`src/rtl/bk_pkg.sv`:
```
// Shared Brent-Kung prefix types and helpers: generate/propagate pair, carry operator, log2.
// Used by the pipelined subtractor and its prefix cells; no state, no latency.
package bk_pkg;

  localparam int WIDTH_DEF = 16;

  typedef struct packed {
    logic g;
    logic p;
  } gp_t;

  function automatic int clog2(input int n);
    int r;
    for (r = 0; (1 << r) < n; r++) begin
    end
    return r;
  endfunction

  // (G,P) o (G',P'): hi is the more significant span, lo the adjacent lower one
  function automatic gp_t gp_op(input gp_t hi, input gp_t lo);
    gp_t r;
    r.g = hi.g | (hi.p & lo.g);
    r.p = hi.p & lo.p;
    return r;
  endfunction

endpackage

```
`src/rtl/bk_sub_pcell.sv`:
```
// Single Brent-Kung prefix cell merging two adjacent (g,p) spans.
// Purely combinational: zero latency, no flow control of its own.
module bk_sub_pcell
  import bk_pkg::*;
(
  input  gp_t hi,
  input  gp_t lo,
  output gp_t o
);

  assign o = gp_op(hi, lo);

endmodule

```
`src/rtl/bk_sub_pipe_16b.sv`:
```
// Pipelined Brent-Kung subtractor D = X - Y with borrow/zero/ovf; 3 register stages, 1 result/cycle.
// Valid/ready backpressure: stages compact over bubbles and the full pipe holds while out_ready=0.
module bk_sub_pipe_16b
  import bk_pkg::*;
#(
  parameter int WIDTH = WIDTH_DEF
) (
  input  logic             clk,
  input  logic             rst,
  input  logic             in_valid,
  output logic             in_ready,
  input  logic [WIDTH-1:0] X,
  input  logic [WIDTH-1:0] Y,
  output logic             out_valid,
  input  logic             out_ready,
  output logic [WIDTH-1:0] D,
  output logic             borrow,
  output logic             zero,
  output logic             ovf
);

  localparam int LEVELS = clog2(WIDTH);

  logic             v1, v2, v3;
  logic             en1, en2, en3;
  logic [WIDTH-1:0] s1_g, s1_p;
  logic             s1_xs, s1_ys;
  logic [WIDTH-1:0] s2_g, s2_p, s2_p0;
  logic             s2_xs, s2_ys;
  logic [WIDTH-1:0] up_g, up_p;
  logic [WIDTH-1:0] pre_g, pre_p;
  logic [WIDTH:0]   c;
  logic [WIDTH-1:0] sum;

  // Each stage may load when it is empty or its contents move on this cycle
  assign en3       = ~v3 | out_ready;
  assign en2       = ~v2 | en3;
  assign en1       = ~v1 | en2;
  assign in_ready  = en1;
  assign out_valid = v3;

  // Up-sweep: level l merges spans of 2^l ending at bits i = k*2^l - 1
  for (genvar l = 0; l <= LEVELS; l++) begin : g_up
    gp_t row [WIDTH];
    for (genvar i = 0; i < WIDTH; i++) begin : g_bit
      if (l == 0) begin : g_leaf
        assign row[i] = {s1_g[i], s1_p[i]};
      end else if ((i + 1) % (1 << l) == 0) begin : g_cell
        bk_sub_pcell u_cell (
          .hi(g_up[l-1].row[i]),
          .lo(g_up[l-1].row[i - (1 << (l - 1))]),
          .o (row[i])
        );
      end else begin : g_pass
        assign row[i] = g_up[l-1].row[i];
      end
    end
  end

  for (genvar i = 0; i < WIDTH; i++) begin : g_up_out
    assign up_g[i] = g_up[LEVELS].row[i].g;
    assign up_p[i] = g_up[LEVELS].row[i].p;
  end

  // Down-sweep: fill the half-span positions, ending with the odd/even level
  for (genvar j = 0; j < LEVELS; j++) begin : g_dn
    gp_t row [WIDTH];
    for (genvar i = 0; i < WIDTH; i++) begin : g_bit
      if (j == 0) begin : g_leaf
        assign row[i] = {s2_g[i], s2_p[i]};
      end else if ((i >= (1 << (LEVELS - j))) &&
                   ((i + 1) % (1 << (LEVELS - j)) == (1 << (LEVELS - j - 1)))) begin : g_cell
        bk_sub_pcell u_cell (
          .hi(g_dn[j-1].row[i]),
          .lo(g_dn[j-1].row[i - (1 << (LEVELS - j - 1))]),
          .o (row[i])
        );
      end else begin : g_pass
        assign row[i] = g_dn[j-1].row[i];
      end
    end
  end

  for (genvar i = 0; i < WIDTH; i++) begin : g_dn_out
    assign pre_g[i] = g_dn[LEVELS-1].row[i].g;
    assign pre_p[i] = g_dn[LEVELS-1].row[i].p;
  end

  // Carry-in of 1 turns X + ~Y into X - Y
  assign c[0]       = 1'b1;
  assign c[WIDTH:1] = pre_g | pre_p;
  assign sum        = s2_p0 ^ c[WIDTH-1:0];

  always_ff @(posedge clk or posedge rst) begin
    if (rst) begin
      v1     <= 1'b0;
      v2     <= 1'b0;
      v3     <= 1'b0;
      s1_g   <= '0;
      s1_p   <= '0;
      s1_xs  <= 1'b0;
      s1_ys  <= 1'b0;
      s2_g   <= '0;
      s2_p   <= '0;
      s2_p0  <= '0;
      s2_xs  <= 1'b0;
      s2_ys  <= 1'b0;
      D      <= '0;
      borrow <= 1'b0;
      zero   <= 1'b0;
      ovf    <= 1'b0;
    end else begin
      if (en1) v1 <= in_valid;
      if (en2) v2 <= v1;
      if (en3) v3 <= v2;
      if (en1 && in_valid) begin
        s1_g  <= X & ~Y;
        s1_p  <= X ^ ~Y;
        s1_xs <= X[WIDTH-1];
        s1_ys <= Y[WIDTH-1];
      end
      if (en2 && v1) begin
        s2_g  <= up_g;
        s2_p  <= up_p;
        s2_p0 <= s1_p;
        s2_xs <= s1_xs;
        s2_ys <= s1_ys;
      end
      // Result fields only change when a new result lands, so they hold across bubbles
      if (en3 && v2) begin
        D      <= sum;
        borrow <= ~c[WIDTH];
        zero   <= ~|sum;
        ovf    <= (s2_xs ^ s2_ys) & (sum[WIDTH-1] ^ s2_xs);
      end
    end
  end

endmodule

```
`config.mk`:
```
export PLATFORM = sky130hd
export DESIGN_NAME = bk_sub_pipe_16b
export DESIGN_NICKNAME = d
export VERILOG_FILES = /design/src/rtl/bk_pkg.sv /design/src/rtl/bk_sub_pcell.sv /design/src/rtl/bk_sub_pipe_16b.sv
export SDC_FILE = /design/constraint.sdc
export NUM_CORES = 1
export LEC_CHECK = 0
export BUFFER_PORTS_ARGS = -buffer_cell sky130_fd_sc_hd__buf_2
export CAP_MARGIN = 20
export CORE_MARGIN = 10
export CORE_UTILIZATION = 52
export CTS_CLUSTER_DIAMETER = 120
export DETAILED_ROUTE_END_ITERATION = 16
export PLACE_DENSITY_LB_ADDON = 0.2
export SLEW_MARGIN = 20
export SYNTH_ARGS = -nofsm -noshare
export SYNTH_HDL_FRONTEND = slang
export SYNTH_HIERARCHICAL = 1
export SYNTH_SLANG_ARGS = --single-unit
```
`constraint.sdc`:
```
create_clock -name clk -period 2.87 [get_ports clk]
set_input_delay 0.1435 -clock clk [delete_from_list [all_inputs] [get_ports clk]]
set_output_delay 0.1435 -clock clk [all_outputs]
set_load 0.03 [all_outputs]
```
==> impl_metrics.toml, run 1 <==
[run_status]
outcome = "finished clean"

[grt]
grt_use_met2 = 0.1921
grtUsageTotal = 0.1328
antenna_found_initial = 0
gr-total-overflow = 0
grt_pass1_wl_um = 14090
met1_usage = 0.1848
use_met3 = 0.04665
grt_max_degree = 44
top_usage_layer = "met2"
grt_pass1_vias = 2882

[clock_tree]
htree_levels = 3
root_buffer = "clkbuf_8"
insertion_delay_ns = 0.35
cts_buffers = 9
clk_path_buf_depth = 2
cts_tree = "built"
cts_sinks = 98
path_clk_slew_ns = 0.10

[route]
drt_iter0_markers = 90
via_per_inst = 5.222
wl_per_cell_um = 15.20
dr.pass1.iters = 5
via_count = 2804
wl_um = 8164
route.detailed.drc = 0
ant_nets = 0

[synthesis]
synth_area_per_cell_um2 = 12.61
synth_area_leaders = "dfrtp_1 53%, mux2_2 11%, mux2_1 7.3%"
synth_warnings = 6
syn_area_um2 = 4602
syn_inst = 365
synth_seq_area_share = 0.5329
yosysUniqueCellTypes = 29
syn_nets = 417
synth_top_area_frac = 0.5329
synth_top_cell_by_area = "dfrtp_1"
synth_seq_cells = 98

[timing]
period_minus_slack_ns = 1.878
maxSlewHeadroom = 0.4181
max_freq_mhz = 532.5
final_hold_viol_count = 0
fin_skew_ns = 0.01062
drv_slew = 0
setup_violations = 0
fin_setup_tns_ns = 0
rsz0062_at_grt = "false"
fin_crit_sh = 0.6544
worst_pin_slew_ns = 0.8698

[die]
rows = 34
die_area_um2 = 13010
core-area_um2 = 8678
initial_utilization = 0.5303
die_h_um = 114.1
io_pins = 57
die_w_um = 114.1

[pwr]
vdd_drop_max_uv = 359.2
switching_share = 0.3457
combinationalPowerShare = 0.307
p_leak_nw = 2.642
power_mw = 4.180
powerDensity_nw_per_um2 = 809.1
p_seq_frac = 0.478
p_int_mw = 2.735
p_sw_mw = 1.445
p_clk_frac = 0.216

[job]
drv_cap = 0

[worst_setup_path]
start_kind = "register"
critical_path_required_ns = 3.14
cp-end-kind = "register"
crit_type = "register to register"
worstPathMaxFanout = 6
arrival_ns = 2.15

[place]
io_buffers = 56
gp_congestion = 0.7730
dp.final_hpwl_um = 6070
post_dp_cell_area_um2 = 4951

[layout]
drive_above_1_share = 0.3636
finalNetCount = 477
area_delta_synth_final_pct = 12.26
fillCellCount = 710
antenna_cells = 0
postLayoutCellArea_um2 = 5166

[worst_hold_path]
hold_class = "primary input to register"
cell families (layout without fill, tap and decap cells):
group,after synthesis,after routing,synth area share
buffers and inverters,28,92,0.03344
and+or+nand+nor,89,89,0.1139
AOI/OAI and AO/OA,49,49,0.07287
muxes,77,77,0.1881
xor gates and xnor gates,8,8,0.01523
adders and majority gates,16,16,0.04350
DFF,98,98,0.5329
flip-flops by register name (all words and copies together) (netlist names), 8 cells and up:
signal and count:
D 16, s1_g 16, s1_p 16, s2_g 16
s2_p 16, s2_p0 8
Yosys cell counts:
cell      count
dfrtp_1      98
mux2_2       46
mux2_1       30
nand2_1      28
a21o_1       26
and2_2       26
inv_1        17
o21ai_0      17
ha_1         16
nor2_1        8
xor2_1        8
nand3b_1      7
or3_1         6
buf_4         4
buf_6         4
a22oi_1       3
buf_2         3
nand2b_1      3
nand4_1       3
nand2_2       2
nor2b_1       2
a211oi_2      1
mux2i_1       1
nand3_2       1
nor2b_4       1
o31ai_1       1
o31ai_2       1
or2_2         1
or3_4         1
cell type report:
| cell class | count | area (um2) | share of cell area |
|---|---|---|---|
| Timing Repair Buffer | 60 | 312.8 | 0.06055 |
| Clock inverter | 4 | 51.30 | 0.009930 |
| Sequential cell | 98 | 2452 | 0.4747 |
| Inverter | 17 | 65.06 | 0.01259 |
| Multi-Input combinational cell | 239 | 1998 | 0.3868 |
| Tap cell | 108 | 135.1 | 0.02616 |
| Clock buffer | 11 | 151.4 | 0.02930 |
worst max-delay path, cell delays in order, from the launching register on:
cell and delay, ns:
dfrtp_1 0.43, and2_2 0.22, and2_2 0.19, and2_2 0.18
nor2_1 0.12, xor2_1 0.28, nand4_1 0.15, o31ai_2 0.22
per-layer routing:
layer,vias up,part of all wire
li1,1381,-
met1,1361,0.49
met2,58,0.43
met3,4,0.065
met4,0,0.0061
met5,-,0
placed cells by master (no fill, tap or decap), types with 2 or more instances in the layout:
cell,n
dfrtp_1,98
buf_2,56
mux2_2,46
mux2_1,30
nand2_1,28
and2_2,26
a21o_1,26
o21ai_0,17
inv_1,16
ha_1,16
clkbuf_8,11
nor2_1,8
xor2_1,8
nand3b_1,7
or3_1,6
nand4_1,3
a22oi_1,3
buf_4,3
nand2_2,2
clkinv_2,2
nand2b_1,2
nor2b_1,2
timing repair:
item,in CTS,in global routing
setup buffers,0,0
resized for setup,0,0
hold buffers,1,0
endpoints found under the hold margin,41,0
power groups by stage:
stage / registers (mW) / logic [mW] / clock network, mW
after detailed placement: 2.03 / 1.30 / 0
after CTS: 2.00 / 1.30 / 0.929
after floorplan: 2.19 / 0.745 / 0
after global placement: 2.01 / 1.27 / 0
after global routing: 2.05 / 1.43 / 0.988
final: 2.00 / 1.28 / 0.901
worst paths after layout:
kind | from | to | slack [ns] | cells after the start
worst max-delay path | s2_p[7]$_DFFE_PP0P_ | zero$_DFFE_PP0P_ | 0.99 | 7
max in group asynchronous | rst | v1$_DFFE_PP0P_ | 1.58 | 4
worst min-delay path | X[15] | s1_xs$_DFFE_PP0P_ | 0.02 | 2
worst max register to register | s2_p[7]$_DFFE_PP0P_ | zero$_DFFE_PP0P_ | 0.99 | 7
worst min register to register | s2_g[15]$_DFFE_PP0P_ | borrow$_DFFE_PP0P_ | 0.46 | 1
min in group asynchronous | rst | D[1]$_DFFE_PP0P_ | 0.42 | 3
metrics by stage:
step	std cells	utilization	hold WS, ns	setup slack, ns
global placement	521	0.5705	0.2781	1.061
floorplan	365	-	0.2519	0.1644
finish	537	0.5953	0.01587	0.9919
CTS	537	0.5950	0.004696	0.9703
global route	537	0.5953	0.01486	0.8754
detailed placement	521	0.5705	0.2893	0.9766
Power figures use the tool's default switching activity.
==> inputs of run 2 (changes only) <==
--- a/config.mk
+++ b/config.mk
@@ -8,7 +8,7 @@
 export BUFFER_PORTS_ARGS = -buffer_cell sky130_fd_sc_hd__buf_2
 export CAP_MARGIN = 20
 export CORE_MARGIN = 10
-export CORE_UTILIZATION = 52
+export CORE_UTILIZATION = 58
 export CTS_CLUSTER_DIAMETER = 120
 export DETAILED_ROUTE_END_ITERATION = 16
 export PLACE_DENSITY_LB_ADDON = 0.2
==> constraint.sdc (replaced) <==
create_clock -name clk -period 1.8 [get_ports clk]
set_input_delay 0.09 -clock clk [delete_from_list [all_inputs] [get_ports clk]]
set_output_delay 0.09 -clock clk [all_outputs]
set_load 0.03 [all_outputs]
==> impl_metrics.toml, run 2 (synthesis results as in run 1) <==
[timing]
fin_setup_tns_ns = 0
hold_ws_ns = 0.05983
fin_skew_ns = 0.01132
max_freq_mhz = 580.5
final_hold_viol_count = 0
period_minus_slack_ns = 1.723
setup_violations = 0
maxSlewHeadroom = 0.6658
rsz0062_at_grt = "true"
fin_crit_sh = 0.9570
drv_slew = 0
worst_pin_slew_ns = 0.5013

[pwr]
p_clk_frac = 0.216
combinationalPowerShare = 0.318
powerDensity_nw_per_um2 = 1287
vdd_drop_max_uv = 575.4
p_int_mw = 4.487
p_leak_nw = 2.703
switching_share = 0.3440
p_sw_mw = 2.353
p_seq_frac = 0.467

[worst_setup_path]
critical_path_required_ns = 2.06
cp-end-kind = "register"
start_kind = "register"
reg2regPathDepth = 6
arrival_ns = 1.98
worstPathMaxFanout = 5
ff2ff_setup_slack_ns = 0.08
reg2reg_from = "s2_p[3]$_DFFE_PP0P_"
startpoint = "s2_p[3]$_DFFE_PP0P_"
crit_type = "register to register"
r2r_end = "zero$_DFFE_PP0P_"
worstSetupEndpoint = "zero$_DFFE_PP0P_"

[die]
die_h_um = 109.1
core-area_um2 = 7727
rows = 32
initial_utilization = 0.5955
io_pins = 57
die_w_um = 109.1
die_area_um2 = 11900

[clock_tree]
path_clk_slew_ns = 0.09
clk_path_buf_depth = 2
cts_buffers = 9
cts_tree = "built"
insertion_delay_ns = 0.35
cts_sinks = 98
root_buffer = "clkbuf_8"
htree_levels = 3

[layout]
final_common_cell = "dfrtp_1"
final_cell_mix = "98 x dfrtp_1, 56 x buf_2, 46 x mux2_2, 30 x mux2_1, 28 x nand2_1"
antenna_cells = 0
fin_util = 0.6878
fillCellCount = 566
area_delta_synth_final_pct = 15.50
instances_no_fill = 541
finalNetCount = 486
multi_input_area_um2 = 2023
postLayoutCellArea_um2 = 5315
drive_above_1_share = 0.3759
seqCellArea_um2 = 2452

[route]
wl_per_cell_um = 15.43
wl_um = 8347
route.detailed.drc = 0
via_count = 2876
drt_iter0_markers = 101
via_per_inst = 5.316
dr.pass1.iters = 4
ant_nets = 0

[job]
drv_cap = 0

[place]
post_dp_cell_area_um2 = 5021
io_buffers = 56
dp.final_hpwl_um = 6067
placedCellCount = 520
gp_congestion = 0.8228

[run_status]
outcome = "finished clean"

[grt]
grt_max_degree = 99
antenna_found_initial = 0
grt_pass1_wl_um = 14120
grtUsageTotal = 0.1475
grt_pass1_vias = 2912
gr-total-overflow = 0

[worst_hold_path]
hold_class = "primary input to register"
run 2: changes by cell type in the layout (fill, tap and decap cells not counted), sizes merged:
cell,delta
buf,+6
clkbuf,+2
clkinv,-2
clkinvlp,+1
dlygate4sd3,+3
run 2: per-stage QoR:
step	setup WS, ns	power, mW
after floorplan	0.02869	4.687
after global placement	0.03944	5.263
after detailed placement	-0.02304	5.350
after CTS	0.003586	6.857
after global routing	-0.04112	7.296
final	0.07746	6.840
run 2: critical path, cell delays in order (launching register included):
cell and delay [ns]:
dfrtp_1 0.42, and2_4 0.16, and2_2 0.19, or3_4 0.37, a22oi_2 0.14, nand4_1 0.14, o31ai_2 0.23
run 2: how the worst min path moves through the flow:
stage / start / to / slack (ns) / cells past startpoint
floorplan: in_valid / v1$_DFFE_PP0P_ / 0.20 / 1
global placement: rst / D[4]$_DFFE_PP0P_ / 0.28 / 3
detailed placement: rst / s1_g[4]$_DFFE_PP0P_ / 0.29 / 3
CTS: X[2] / s1_p[2]$_DFFE_PP0P_ / 0.05 / 3
global route: X[14] / s1_p[14]$_DFFE_PP0P_ / 0.05 / 3
finish: X[2] / s1_p[2]$_DFFE_PP0P_ / 0.06 / 3
run 2: layer usage:
layer,vias up,global-route usage,wire length [um]
met3,7,0.04189,453
li1,1401,-,-
met1,1410,0.2080,4148
met2,58,0.2164,3654
met5,-,0,0
met4,0,0.04237,90
run 2: cell type report:
class                      instances  share of cell area
clock buffer                      13             0.03178
sequential                        98              0.4614
multi-input combinational        239              0.3806
timing repair buffer              69             0.08074
inverter                          17             0.01271
tap                              102             0.02401
clock inverter                     3            0.008710
run 2: power groups by stage:
stage | clock [mW] | combinational [mW] | sequential [mW]
4_1_cts | 1.51 | 2.15 | 3.20
3_3_place_gp | 0 | 2.05 | 3.21
2_1_floorplan | 0 | 1.19 | 3.50
5_1_grt | 1.63 | 2.39 | 3.28
6_report | 1.47 | 2.17 | 3.19
3_5_place_dp | 0 | 2.11 | 3.24
run 2: repair_timing:
action                                  4_1_cts  5_1_grt
pin swaps                                     2       10
resized for setup                             2        6
hold buffers                                  4        0
endpoints found under the setup margin        2        2
setup buffers                                 0        1
cloned                                        0        0
endpoints found under the hold margin       101        0
==> inputs of run 3 (changes only) <==
--- a/config.mk
+++ b/config.mk
@@ -7,7 +7,7 @@
 export LEC_CHECK = 0
 export BUFFER_PORTS_ARGS = -buffer_cell sky130_fd_sc_hd__buf_2
 export CAP_MARGIN = 20
-export CORE_MARGIN = 10
+export CORE_MARGIN = 3
 export CORE_UTILIZATION = 58
 export CTS_CLUSTER_DIAMETER = 120
 export DETAILED_ROUTE_END_ITERATION = 16
==> impl_metrics.toml, run 3 (synthesis results as in run 1) <==
[worst_setup_path]
critical_path_required_ns = 2.08
reg2reg_from = "s2_g[7]$_DFFE_PP0P_"
arrival_ns = 2.07
crit_type = "register to register"
path_cells = "buf_6 -> a21o_1 -> or3_4 -> a211oi_2 -> nand4_1 -> o31ai_2"
max_stage_delay_ns = 0.40
start_kind = "register"
ff2ff_setup_slack_ns = 0.01
slowest_stage = "dfrtp_1"
reg2regPathDepth = 6
cp-end-kind = "register"
r2r_end = "zero$_DFFE_PP0P_"
worstPathMaxFanout = 5

[route]
wl_um = 8367
via_count = 2967
wl_per_cell_um = 15.55
route.detailed.drc = 0
via_per_inst = 5.515
drt_iter0_markers = 139
ant_nets = 0
dr.pass1.iters = 4

[die]
die_h_um = 95.08
die_w_um = 95.08
core-area_um2 = 7486
rows = 31
initial_utilization = 0.6147
die_area_um2 = 9039
io_pins = 57

[clock_tree]
insertion_delay_ns = 0.36
path_clk_slew_ns = 0.09
root_buffer = "clkbuf_8"
cts_buffers = 9
clk_path_buf_depth = 2
cts_tree = "built"
htree_levels = 3
cts_sinks = 98

[timing]
final_hold_viol_count = 0
period_minus_slack_ns = 1.788
worst_pin_slew_ns = 0.5062
fin_crit_sh = 0.9933
max_freq_mhz = 559.3
drv_slew = 0
maxSlewHeadroom = 0.6626
rsz0062_at_grt = "true"
fin_skew_ns = 0.007528
fin_ws_ns = 0.01214
setup_violations = 0

[place]
post_dp_cell_area_um2 = 5017
gp_congestion = 0.7887
io_buffers = 56
placedCellCount = 517
dp.final_hpwl_um = 5981
place_ws_ns = 0.002490

[worst_hold_path]
min_path_cells = 3
hold_class = "primary input to register"
hold_start = "X[13]"
worstHoldEndpoint = "s1_p[13]$_DFFE_PP0P_"

[pwr]
p_leak_nw = 2.708
powerDensity_nw_per_um2 = 1295
power_mw = 6.870
vdd_drop_max_uv = 713.6

[layout]
fin_util = 0.7087
final_cell_mix = "98 x dfrtp_1, 56 x buf_2, 46 x mux2_2, 30 x mux2_1, 28 x nand2_1"
instances_no_fill = 538
area_delta_synth_final_pct = 15.28
finalNetCount = 487
antenna_cells = 0
fillCellCount = 543
final_common_cell = "dfrtp_1"
drive_above_1_share = 0.3781
postLayoutCellArea_um2 = 5305

[grt]
grtUsageTotal = 0.2084
antenna_found_initial = 0
gr-total-overflow = 0
grt_pass1_vias = 3033
grt_max_degree = 99
grt_pass1_wl_um = 14370

[run_status]
outcome = "finished clean"

[job]
drv_cap = 0
## run 3: power by group
part | switching, mW | total [mW] | internal [mW]
Combinational | 1.24 | 2.18 | 0.948
Clock | 0.729 | 1.50 | 0.767
Sequential | 0.411 | 3.19 | 2.78
## run 3: metal layers
layer  GRT usage  wire (um)  vias to the layer above
li1            -          -                     1392
met1      0.2844       3784                     1494
met2      0.3306       4081                       68
met3     0.03552        329                       13
met4     0.08894        172                        0
met5           0          0                        -
## run 3: layout make-up
class                           instances  area [um2]  area share
Clock buffer                            9       123.9     0.02335
Clock inverter                          6       82.58     0.01557
Inverter                               17       67.56     0.01274
Multi-Input combinational cell        239        2018      0.3804
Sequential cell                        98        2452      0.4623
Tap cell                               99       123.9     0.02335
Timing Repair Buffer                   70       436.7     0.08231
## run 3: how the worst max path moves through the flow
stage,startpoint,endpoint,slack [ns],cells after the start
final,s2_g[7]$_DFFE_PP0P_,zero$_DFFE_PP0P_,0.01,6
after global routing,s2_g[7]$_DFFE_PP0P_,zero$_DFFE_PP0P_,-0.05,6
after CTS,s2_p[11]$_DFFE_PP0P_,ovf$_DFFE_PP0P_,0.001,7
after detailed placement,s2_p[11]$_DFFE_PP0P_,ovf$_DFFE_PP0P_,0.002,7
after global placement,s2_p[7]$_DFFE_PP0P_,zero$_DFFE_PP0P_,0.03,7
after floorplan,out_valid$_DFFE_PP0P_,s1_g[0]$_DFFE_PP0P_,0.03,5
## run 3: repair_timing
| item | in CTS | in global routing |
|---|---|---|
| hold endpoints to repair | 101 | 0 |
| gates resized for setup | 0 | 7 |
| hold buffers | 4 | 0 |
| pin swaps | 4 | 7 |
| setup endpoints to repair | 2 | 2 |
| buffers inserted | 2 | 0 |
## run 3: through the flow
| stage | setup TNS, ns | hold slack, ns |
|---|---|---|
| CTS | 0 | 0.03929 |
| floorplan | 0 | 0.1984 |
| detailed placement | 0 | 0.2826 |
| global placement | 0 | 0.2800 |
| finish | 0 | 0.04885 |
| global route | -0.07043 | 0.05930 |
## run 3: worst max-delay path: cells and delay by family (launching register included)
| family | cells | cell delay, ns |
|---|---|---|
| AOI/OAI and AO/OA | 3 | 0.62 |
| buffers and inverters | 1 | 0.13 |
| DFF | 1 | 0.40 |
| and+or+nand+nor | 2 | 0.55 |
